File: config.mk
export PLATFORM = sky130hd
export DESIGN_NAME = ats21_arbiter
export DESIGN_NICKNAME = d
export VERILOG_FILES = /design/src/rtl/ats21_arbiter.sv
export SDC_FILE = /design/constraint.sdc
export NUM_CORES = 1
export LEC_CHECK = 0
export ABC_AREA = 0
export CORE_MARGIN = 3
export CORE_UTILIZATION = 43
export DETAILED_ROUTE_END_ITERATION = 8
export MAX_ROUTING_LAYER = met4
export PLACE_DENSITY = 0.92
export SYNTH_ARGS = -nofsm -noshare
export SYNTH_HDL_FRONTEND = slang
export SYNTH_SLANG_ARGS = --single-unit
File: constraint.sdc
create_clock -name clk -period 3.7 [get_ports clk]
set_input_delay 0.74 -clock clk [delete_from_list [all_inputs] [get_ports clk]]
set_output_delay 0.74 -clock clk [all_outputs]
set_load 0.02 [all_outputs]
File: src/rtl/ats21_arbiter.sv
// rtl/ats21_arbiter.sv - round-robin arbiter sharing one ATS21 device among N_REQ clients
// One transaction in flight: grant, issue req, wait for ready or timeout, return result.
module ats21_arbiter #(
    parameter int N_REQ   = 4,
    parameter int CTRL_W  = 16,
    parameter int DATA_W  = 24,
    parameter int TIMEOUT = 64
) (
    input  logic                    clk,
    input  logic                    reset,
    input  logic [N_REQ-1:0]        cli_req,
    input  logic [N_REQ*CTRL_W-1:0] cli_ctrlA,
    input  logic [N_REQ*CTRL_W-1:0] cli_ctrlB,
    output logic [N_REQ-1:0]        cli_gnt,
    output logic [N_REQ-1:0]        cli_done,
    output logic [1:0]              cli_stat,
    output logic [DATA_W-1:0]       cli_data,
    output logic                    cli_tmo,
    output logic                    ats_req,
    output logic [CTRL_W-1:0]       ats_ctrlA,
    output logic [CTRL_W-1:0]       ats_ctrlB,
    input  logic                    ats_ready,
    input  logic [1:0]              ats_stat,
    input  logic [DATA_W-1:0]       ats_data
);
    localparam int PTR_W = $clog2(N_REQ);
    localparam int TMR_W = $clog2(TIMEOUT);
    localparam logic [TMR_W-1:0] TMR_MAX = TMR_W'(TIMEOUT - 1);

    typedef enum logic [1:0] {S_IDLE, S_ISSUE, S_WAIT, S_RESP} state_t;

    state_t              state, state_nx;
    logic [PTR_W-1:0]    rr_ptr, rr_ptr_nx;
    logic [PTR_W-1:0]    owner, owner_nx;
    logic [PTR_W-1:0]    winner;
    logic                found;
    int                  idx;
    logic [TMR_W-1:0]    timer, timer_nx;
    logic [N_REQ-1:0]    gnt_nx, done_nx;
    logic [1:0]          stat_nx;
    logic [DATA_W-1:0]   data_nx;
    logic                tmo_nx, req_nx;
    logic [CTRL_W-1:0]   ctrla_nx, ctrlb_nx;

    // Scan downwards so the lowest offset from rr_ptr is the last (winning) assignment.
    always_comb begin
        winner = '0;
        found  = 1'b0;
        idx    = 0;
        for (int i = N_REQ - 1; i >= 0; i--) begin
            idx = int'(rr_ptr) + i;
            if (idx >= N_REQ) idx = idx - N_REQ;
            if (cli_req[PTR_W'(idx)]) begin
                winner = PTR_W'(idx);
                found  = 1'b1;
            end
        end
    end

    always_comb begin
        state_nx  = state;
        rr_ptr_nx = rr_ptr;
        owner_nx  = owner;
        timer_nx  = timer;
        gnt_nx    = cli_gnt;
        done_nx   = cli_done;
        stat_nx   = cli_stat;
        data_nx   = cli_data;
        tmo_nx    = cli_tmo;
        req_nx    = ats_req;
        ctrla_nx  = ats_ctrlA;
        ctrlb_nx  = ats_ctrlB;
        case (state)
            S_IDLE: begin
                if (found) begin
                    owner_nx = winner;
                    ctrla_nx = cli_ctrlA[int'(winner)*CTRL_W +: CTRL_W];
                    ctrlb_nx = cli_ctrlB[int'(winner)*CTRL_W +: CTRL_W];
                    gnt_nx   = N_REQ'(1) << winner;
                    req_nx   = 1'b1;
                    state_nx = S_ISSUE;
                end
            end
            S_ISSUE: begin
                gnt_nx   = '0;
                req_nx   = 1'b0;
                timer_nx = '0;
                state_nx = S_WAIT;
            end
            S_WAIT: begin
                // Saturate rather than wrap; WAIT is left at TMR_MAX anyway.
                if (timer != TMR_MAX) timer_nx = timer + 1'b1;
                if (ats_ready) begin
                    stat_nx  = ats_stat;
                    data_nx  = ats_data;
                    tmo_nx   = 1'b0;
                    done_nx  = N_REQ'(1) << owner;
                    state_nx = S_RESP;
                end else if (timer == TMR_MAX) begin
                    stat_nx  = 2'b11;
                    data_nx  = '0;
                    tmo_nx   = 1'b1;
                    done_nx  = N_REQ'(1) << owner;
                    state_nx = S_RESP;
                end
            end
            S_RESP: begin
                done_nx   = '0;
                tmo_nx    = 1'b0;
                rr_ptr_nx = (int'(owner) == N_REQ - 1) ? '0 : owner + 1'b1;
                state_nx  = S_IDLE;
            end
            default: state_nx = S_IDLE;
        endcase
    end

    always_ff @(posedge clk or posedge reset) begin
        if (reset) begin
            state     <= S_IDLE;
            rr_ptr    <= '0;
            owner     <= '0;
            timer     <= '0;
            cli_gnt   <= '0;
            cli_done  <= '0;
            cli_stat  <= '0;
            cli_data  <= '0;
            cli_tmo   <= 1'b0;
            ats_req   <= 1'b0;
            ats_ctrlA <= '0;
            ats_ctrlB <= '0;
        end else begin
            state     <= state_nx;
            rr_ptr    <= rr_ptr_nx;
            owner     <= owner_nx;
            timer     <= timer_nx;
            cli_gnt   <= gnt_nx;
            cli_done  <= done_nx;
            cli_stat  <= stat_nx;
            cli_data  <= data_nx;
            cli_tmo   <= tmo_nx;
            ats_req   <= req_nx;
            ats_ctrlA <= ctrla_nx;
            ats_ctrlB <= ctrlb_nx;
        end
    end
endmodule

==> qor_table.md <==
| Metric | Value | Unit |
|---|---|---|
| Run status | complete, no violations | - |
| Leak pwr | 2.85 | nW |
| Number of clock buffers inserted by TritonCTS | 9 | - |
| Overflow after GRT | 0 | - |
| Worst R2R Start | state[0]$_DFFE_PP0P_ | - |
| Clock root cell | clkbuf_8 | - |
| Nature of the critical path startpoint | input port | - |
| Post-synthesis instance area | 4360 | µm² |
| Post-CTS setup repair buffer count | 0 | - |
| DPL Wire Length | 11.1 | mm |
| Number of standard cells after synthesis | 377 | - |
| Placed insts | 716 | - |
| Total Wirelength | 14.6 | mm |
| Layout Cell Area excl Fill | 6820 | µm² |
| Slowest cell on the critical path | o211ai_4 | - |
| Post-CTS sizing | 0 | - |
| TritonCTS Sinks | 80 | - |
| Share of cells above drive strength 1 | 11.2 | % |
| Net count after synthesis | 548 | - |
| Pin count of the biggest net entering global routing | 51 | - |
| Via count | 4,069 | - |
| Routability cong. | 0.853 | - |
| Critical path data required time | 3920 | ps |
| Die Span Y | 107 | µm |
| Number of enable flip-flop cells after synthesis | 0 | - |
| Clock tree from TritonCTS | done | - |
| Synth Register Bits | 80 | - |
| Dominant cells by area after synthesis | dfrtp_1 (46%), a221oi_2 (10%), mux2i_1 (7.6%) | - |
| Max Fclk | 0.362 | GHz |
| Capturing point of the worst reg2reg path | cli_data[6]$_DFFE_PP0P_ | - |
| Number of stages on the worst hold path | 2 | - |
| Starting density of the core | 44.4 | % |
| Latest clock arrival within the worst-skew pair | 350 | ps |
| Path category of the worst min-delay check | flip-flop to flip-flop | - |
| Antenna Nets Post-Route | 0 | - |
| Arrival time at the worst endpoint | 2990 | ps |
| Number of core rows | 36 | - |
| Fin worst setup slack | 937 | ps |
| Unique cell type count in the Yosys netlist | 47 | - |
| Max Fanout on Critical Path | 27 | - |
| Antenna Diode Count | 0 | - |
| DRT Pass-1 Iters | 4 | - |
| Share of synthesized flip-flops with an asynchronous set or reset | 100 | % |
| Die Span X | 107 | µm |
| Number of nets at the end of the flow | 765 | - |
| Min Hold Slack | 493 | ps |
| Critical-path cell list | clkdlybuf4s50_1 > o211ai_4 > buf_4 > mux2i_1 > o22ai_1 | - |
| Worst clock skew on the final layout | 14.0 | ps |
| R2R cell count | 4 | - |
| Depth of the CTS H-tree | 3 | - |
| Final Slew Violations | 0 | - |
| Via-to-Cell Ratio | 5.56 | - |
| Die area | 11,400 | µm² |
| Hold_buf cts | 0 | - |
| Max-capacitance violation count | 0 | - |
| Total core area | 9820 | µm² |
| Vias in the first global route | 4,174 | - |
| Final total power | 5.14 | mW |
| Total negative slack for setup checks | 0 | ps |
| Post-synthesis sequential area ratio | 45.9 | % |
| Maximum root-to-sink buffer count | 2 | - |
| Count leader, synth | dfrtp_1 | - |
| Critical hold path startpoint | cli_gnt[1]$_DFFE_PP0P_ | - |
| Worst slew margin relative to its limit | 24.1 | % |
| Global-route usage over all layers | 25.8 | % |
| Port Buffers | 228 | - |
| Post-layout min period | 2760 | ps |
| Largest voltage drop on the vdd net | 0.000481 | V |
| Number of warning messages in the yosys log | 0 | - |
| Number of antenna violations at the first check in global routing | 0 | - |
| Unrepaired setup endpoints after global routing | false | - |
| DRC | 0 | - |
| Ratio of final minimum period to clock period | 74.7 | % |
| Post-CTS clock slew at the launch and capture registers of the worst setup and hold paths | 80 | ps |
| Main synth FF type | dfrtp_1 | - |
| Layout overhead on the synthesized area | 56.2 | % |
| Worst setup slack for register-to-register paths | 1350 | ps |
| Highest cell delay on the worst timing path | 950 | ps |
| Setup crit end kind | flip-flop | - |
| Commonest cells in the netlist | dfrtp_1 (80), nor2_1 (43), mux2i_1 (33), o22ai_1 (33), a221oi_2 (29) | - |
| Count of endpoints failing setup in the final report | 0 | - |
| Post-synthesis area per instance | 11.6 | µm² |
| Final cell count without fillers | 732 | - |
| Drt initial violations | 203 | - |
| Transition time at the pin with the least slew margin | 1130 | ps |
| Worst slack at placement | 588 | ps |
| Detailed-route wire length per cell | 20.0 | µm |
| Fin util | 69.4 | % |
| Cell area after placement | 6640 | µm² |
| Cell type with the highest aggregate area in the netlist | dfrtp_1 | - |
| I/O pin count | 229 | - |
| Share of the synthesized area in the top cell type | 45.9 | % |
| PwrDens | 754 | nW/µm² |
| Hold-critical path endpoint | cli_gnt[1]$_DFFE_PP0P_ | - |
| WS Path Type | input port to flip-flop | - |
| Wire length of the first global-routing pass | 22.2 | mm |
| Final-report hold violation count | 0 | - |
[worst max path at each step]
stage          startpoint                         to  slack, ps  cells after the start
5_1_grt        cli_req[1]  ats_ctrlB[14]$_DFFE_PP0P_        820                      7
3_5_place_dp   cli_req[3]   ats_ctrlA[4]$_DFFE_PP0P_        590                      5
4_1_cts        cli_req[3]   ats_ctrlA[2]$_DFFE_PP0P_        940                      5
2_1_floorplan       reset   ats_ctrlA[0]$_DFFE_PP0P_        910                      1
3_3_place_gp   cli_req[3]   ats_ctrlA[3]$_DFFE_PP0P_        750                      5
6_report       cli_req[3]   ats_ctrlA[2]$_DFFE_PP0P_        940                      5
[power by group]
part           switching [mW]  internal [mW]  total, mW
Sequential              0.267           1.29       1.55
Clock                   0.318          0.260      0.578
Combinational            1.60           1.41       3.01
Total                    2.18           2.96       5.14
[layer usage]
layer	routed length [µm]	track usage, %	share of wire (%)
met1	5560	29.4	38
met5	0	-	0
met3	935	5.96	6.4
met4	450	8.86	3.1
met2	7680	44.9	53
[logic make-up after synthesis]
| kind of cell | synth area share, % |
|---|---|
| muxes | 8.09 |
| DFF | 45.9 |
| buffers and inverters | 6.57 |
| AOI/OAI and AO/OA | 27.4 |
| and+or+nand+nor | 8.57 |
| xor gates and xnor gates | 0.602 |
| adders and majority gates | 2.87 |
[sequential cells by signal (all words and copies together), names as in the netlist, 4 cells and up]
name       count
cli_done       4
ats_ctrlA     16
timer          6
ats_ctrlB     16
cli_data      24
cli_gnt        4
[layout make-up]
type                            instances  area, µm²
Fill cell                             722       3000
Timing Repair Buffer                  237       2350
Multi-Input combinational cell        258       2090
Sequential cell                        80       2000
Tap cell                              133        166
Clock buffer                           11        141
Clock inverter                          5       32.5
Inverter                                8       31.3
[worst max-delay path, delay by kind of cell]
family / cells / cell delay, ps
compound gates: 2 / 1050
buf+inv: 2 / 940
mux: 1 / 240
[layout by cell type (no fill, tap or decap), types with 4 or more instances in the layout]
cell / n
a22o_1: 27
a31oi_1: 4
buf_4: 9
nor2b_1: 10
o2bb2ai_1: 5
o21ai_0: 5
nor2_1: 43
a21oi_1: 5
nand2_1: 11
dfrtp_1: 80
o22ai_1: 33
clkdlybuf4s50_1: 228
inv_1: 7
clkbuf_8: 10
o21ai_1: 5
mux2i_1: 33
ha_1: 10
a221oi_2: 29
(Power assumes the default switching activity.)
